===== config.mk =====
export PLATFORM = sky130hd
export DESIGN_NAME = serial_tx_frame
export DESIGN_NICKNAME = d
export VERILOG_FILES = /design/src/rtl/serial_tx_frame.sv
export SDC_FILE = /design/constraint.sdc
export NUM_CORES = 1
export LEC_CHECK = 0
export CORE_UTILIZATION = 47
export CTS_BUF_LIST = sky130_fd_sc_hd__clkbuf_16
export DETAILED_ROUTE_END_ITERATION = 7
export PLACE_DENSITY = 0.73
export SLEW_MARGIN = 20
export SYNTH_ARGS = -nofsm -noshare
export SYNTH_HDL_FRONTEND = slang
export SYNTH_SLANG_ARGS = --single-unit

===== constraint.sdc =====
create_clock -name clk -period 1.4 [get_ports clk]
set_input_delay 0.28 -clock clk [delete_from_list [all_inputs] [get_ports clk]]
set_output_delay 0.28 -clock clk [all_outputs]
set_load 0.02 [all_outputs]

===== src/rtl/serial_tx_frame.sv =====
// Frame transmitter: start bit, DATA_W data bits LSB first, optional even parity, stop bit; each bit held CLKS_PER_BIT clocks.
// Latency 1: start bit begins the cycle after accept; in_ready is low for the whole frame and requests are not queued.
module serial_tx_frame #(
    parameter int DATA_W       = 8,
    parameter int CLKS_PER_BIT = 4,
    parameter int PARITY_EN    = 1
) (
    input  logic              clk,
    input  logic              reset,
    input  logic              in_valid,
    input  logic [DATA_W-1:0] in_data,
    output logic              in_ready,
    output logic              txd,
    output logic              busy,
    output logic              done
);
    localparam int CNT_W = (CLKS_PER_BIT > 1) ? $clog2(CLKS_PER_BIT) : 1;
    localparam int BIT_W = $clog2(DATA_W + 1);
    localparam logic [CNT_W-1:0] BAUD_LAST = CNT_W'(CLKS_PER_BIT - 1);
    localparam logic [BIT_W-1:0] BIT_LAST  = BIT_W'(DATA_W - 1);

    typedef enum logic [2:0] {IDLE, START, DATA, PARITY, STOP} state_t;

    state_t            state_q, state_d;
    logic [CNT_W-1:0]  baud_cnt_q, baud_cnt_d;
    logic [BIT_W-1:0]  bit_cnt_q, bit_cnt_d;
    logic [DATA_W-1:0] shift_q, shift_d;
    logic              parity_q, parity_d;
    logic              txd_q, txd_d;
    logic              busy_q, busy_d;
    logic              done_q, done_d;
    logic              bit_end;
    logic              accept;

    assign in_ready = (state_q == IDLE) && !reset;
    assign accept   = in_valid && in_ready;
    assign bit_end  = (baud_cnt_q == BAUD_LAST);
    assign txd      = txd_q;
    assign busy     = busy_q;
    assign done     = done_q;

    always_comb begin
        state_d    = state_q;
        baud_cnt_d = baud_cnt_q;
        bit_cnt_d  = bit_cnt_q;
        shift_d    = shift_q;
        parity_d   = parity_q;

        if (state_q != IDLE) begin
            baud_cnt_d = bit_end ? '0 : baud_cnt_q + CNT_W'(1);
        end

        case (state_q)
            IDLE: begin
                if (accept) begin
                    state_d    = START;
                    shift_d    = in_data;
                    parity_d   = ^in_data;
                    baud_cnt_d = '0;
                    bit_cnt_d  = '0;
                end
            end
            START: begin
                if (bit_end) state_d = DATA;
            end
            DATA: begin
                if (bit_end) begin
                    shift_d   = shift_q >> 1;
                    bit_cnt_d = bit_cnt_q + BIT_W'(1);
                    if (bit_cnt_q == BIT_LAST) begin
                        bit_cnt_d = '0;
                        state_d   = (PARITY_EN != 0) ? PARITY : STOP;
                    end
                end
            end
            PARITY: begin
                if (bit_end) state_d = STOP;
            end
            STOP: begin
                if (bit_end) state_d = IDLE;
            end
            default: state_d = IDLE;
        endcase

        // Outputs are derived from the next state so the line changes on the same edge as the state.
        case (state_d)
            START:   txd_d = 1'b0;
            DATA:    txd_d = shift_d[0];
            PARITY:  txd_d = parity_d;
            default: txd_d = 1'b1;
        endcase
        busy_d = (state_d != IDLE);
        done_d = (state_q == STOP) && (state_d == IDLE);
    end

    always_ff @(posedge clk) begin
        if (reset) begin
            state_q    <= IDLE;
            baud_cnt_q <= '0;
            bit_cnt_q  <= '0;
            shift_q    <= '0;
            parity_q   <= 1'b0;
            txd_q      <= 1'b1;
            busy_q     <= 1'b0;
            done_q     <= 1'b0;
        end else begin
            state_q    <= state_d;
            baud_cnt_q <= baud_cnt_d;
            bit_cnt_q  <= bit_cnt_d;
            shift_q    <= shift_d;
            parity_q   <= parity_d;
            txd_q      <= txd_d;
            busy_q     <= busy_d;
            done_q     <= done_d;
        end
    end
endmodule

==> impl_results.md, run 1 <==
* Worst-path clk slew at around 0.060 ns
* Relative slew margins at 76.1%
* Main area contributors after synthesis: dfxtp_1, a21oi_1, xnor2_1
* Initial antenna violation count at 0
* CP Class: flop to flop
* Final WL at a little under 3 mm
* Routability-driven placement congestion ratio at between 0.7 and 0.8
* First-pass GRT wire length at 4.20 mm
* Die H at 48.5 um
* Tmin final at 1.41 ns
* GRT Overall Usage at a little under a quarter
* # setup viols final at 3
* Sequential element share of the synthesized area at just over 40%
* Wirelength per Cell at ~16 um
* Post-placement cell area at 0.00130 mm^2
* Violated checks: negative setup slack
* Final Hold Fails at 0
* Syn Inst Count at 110
* Syn avg cell area at about 9 um^2
* Ys flop type: dfxtp_1
* Post-synth EDFFs at 0
* Grt met3 use at about 3.5%
* DP Wirelength at 1.64 mm
* Met2 Use GR at between 40% and 50%
* Area leader, netlist: dfxtp_1
* Place WS at -0.594 ns
* Die area at 0.00235 mm^2
* DR vias/cell at 5.72
* Sink Count at 21
* Diode count at 0
* Final Non-Filler Cells at approximately 180
* Actual slew at the worst max-slew pin at between 0.3 and 0.4 ns
* Num CTS Buffers at 3
* Leak Pwr at approximately 0.00064 uW
* Ys async rst share at 0%
* Worst hold-check path type: flop to flop
* Post-synth net total at around 120
* Largest net degree at the start of global routing at 21
* Yosys warnings at 0
* # nets final at about 160
* Synth Register Bits at 21
* Fillcell total at approximately 120
* Clk Latency, worst-skew pair at 0.26 ns
* MaxCap Viol Count at 0
* Vias in the first global route at between 1000 and 1500
* Layout cells sized above 1 at 45.3%
* Status: complete, but fails checks
* Top Ports at 15
* Starting density of the core at ~50%
* Max-slew violation count at 0
* RSZ-0062 raised after global routing: yes
* Final worst setup slack at -0.0135 ns
* Port Buffers at 14
* Max Buffers Root-to-Sink at 2
* Gr busiest metal: met2
* CP arrival at 1.54 ns
* Required @ worst endpoint at approximately 1.5 ns
* Vias at a little over 1000
* Setup tns final at -0.0260 ns
* DR iter-0 viols at 27
* Area delta synth->final at 58.3%
* CTS tree: built
* Drt first pass iters at 4
* Row count at 16
* Post-synthesis cell type count at 36
* Design area at 0.00161 mm^2
* P per Cell Area at between 900 and 1000 mW/mm^2
* Remaining DRCs at 0
* Max VDD drop at about 1.1 mV
* Clock Skew at about 0.0031 ns
* Total placed cells including tap cells at about 170
* Top cells by count, synth: dfxtp_1, a21oi_1, nand2_1, xnor2_1
* CP endpoint kind: flop
* Mapped Area at between 0.001 and 0.0015 mm^2
* Startpoint types: flop
* H-tree depth at 1
* Synth top area share at between 40% and 50%
* Met1 usage at 25.7%
* Crit path max fanout at 9
* Cell with the most instances after synthesis: dfxtp_1
* Die Width at between 40 and 50 um
* CTS root buffer: clkbuf_16
* Antenna viol nets, final at 0
* GR Overflow Total at 0
* Fmax at between 0.7 and 0.8 GHz
* Core area at roughly 0.002 mm^2
* Tcrit/Tclk final at 101%
[registers in the layout, indices dropped and copies added (netlist names)]
| name | cells |
|---|---|
| busy | 1 |
| done | 1 |
| baud_cnt_q | 2 |
| parity_q | 1 |
| txd | 1 |
| shift_q | 8 |
| state_q | 3 |
| bit_cnt_q | 4 |
[path summary, 6_finish.rpt]
check	start	endpoint	slack [ns]	cells past startpoint
setup / recovery	state_q[2]$_SDFF_PP0_	txd$_SDFF_PP1_	-0.01	6
hold reg to reg	shift_q[6]$_SDFFE_PP0P_	shift_q[6]$_SDFFE_PP0P_	0.46	2
hold / removal	shift_q[6]$_SDFFE_PP0P_	shift_q[6]$_SDFFE_PP0P_	0.46	2
setup reg to reg	state_q[2]$_SDFF_PP0_	txd$_SDFF_PP1_	-0.01	6
[where the power goes]
part	internal, uW	total [uW]	switching [uW]
sequential	620	634	14.5
clock	381	608	227
combinational	145	273	127
total	1150	1510	368
[layout by cell type, fill, tap and decap left out, types with 3 or more instances in the layout]
master,Yosys,routed
clkdlybuf4s50_1,0,8
xnor2_1,7,7
a21oi_1,14,11
dfxtp_1,21,14
dlygate4sd2_1,0,4
buf_6,2,8
inv_1,3,4
nand2_1,11,9
dfxtp_2,0,6
nor2_1,6,5
buf_4,0,20
a22oi_2,0,5
clkbuf_16,0,3
nand3b_1,3,3
[metal layers]
layer  up-vias  routed length, um
met3         7                 79
li1        474                  -
met4         0                 76
met1       513               1200
met5         -                  0
met2        19               1550
[area by class of cell]
| type | count | area [um^2] | share of cell area (%) |
|---|---|---|---|
| well taps | 27 | 33.8 | 2.10 |
| repair buffers | 42 | 373 | 23.2 |
| inverters | 3 | 11.3 | 0.701 |
| clock inverters | 1 | 3.75 | 0.234 |
| multi-input cells | 80 | 678 | 42.2 |
| flip-flops and latches | 21 | 432 | 26.9 |
| clock buffers | 3 | 75.1 | 4.67 |
[through the flow]
stage | util, % | hold slack [ns] | power (uW)
after floorplan | - | 0.392 | 764
after global placement | 65.1 | 0.444 | 859
after detailed placement | 65.1 | 0.456 | 868
after CTS | 71.4 | 0.464 | 1460
after global routing | 80.3 | 0.500 | 1570
final | 80.3 | 0.461 | 1510
[cell families after synthesis]
group	share of synthesized area [%]
AOI/OAI and AO/OA	20.8
xor gates and xnor gates	6.91
adders and majority gates	2.47
buffers and inverters	5.06
DFF	41.4
muxes	0.986
and+or+nand+nor	22.3
[critical path, stage by stage, from the launching register on]
cell and delay [ns]:
dfxtp_4 0.35, buf_6 0.13, nand4bb_1 0.22, o32a_2 0.22, buf_4 0.15, nand2_1 0.08
o2111ai_2 0.13
[what timing repair did]
| item | CTS | global route |
|---|---|---|
| endpoints found under the setup margin | 18 | 13 |
| setup buffers | 2 | 6 |
| gates resized for setup | 21 | 31 |
| pin swaps | 1 | 21 |
| hold buffers | 0 | 0 |
Power figures use the tool's default switching activity.
==> run 2: changes to the inputs <==
- RECOVER_POWER: default -> 25
==> results of run 2 <==
No change in the layout: final DEF, timing and power equal those of run 1.
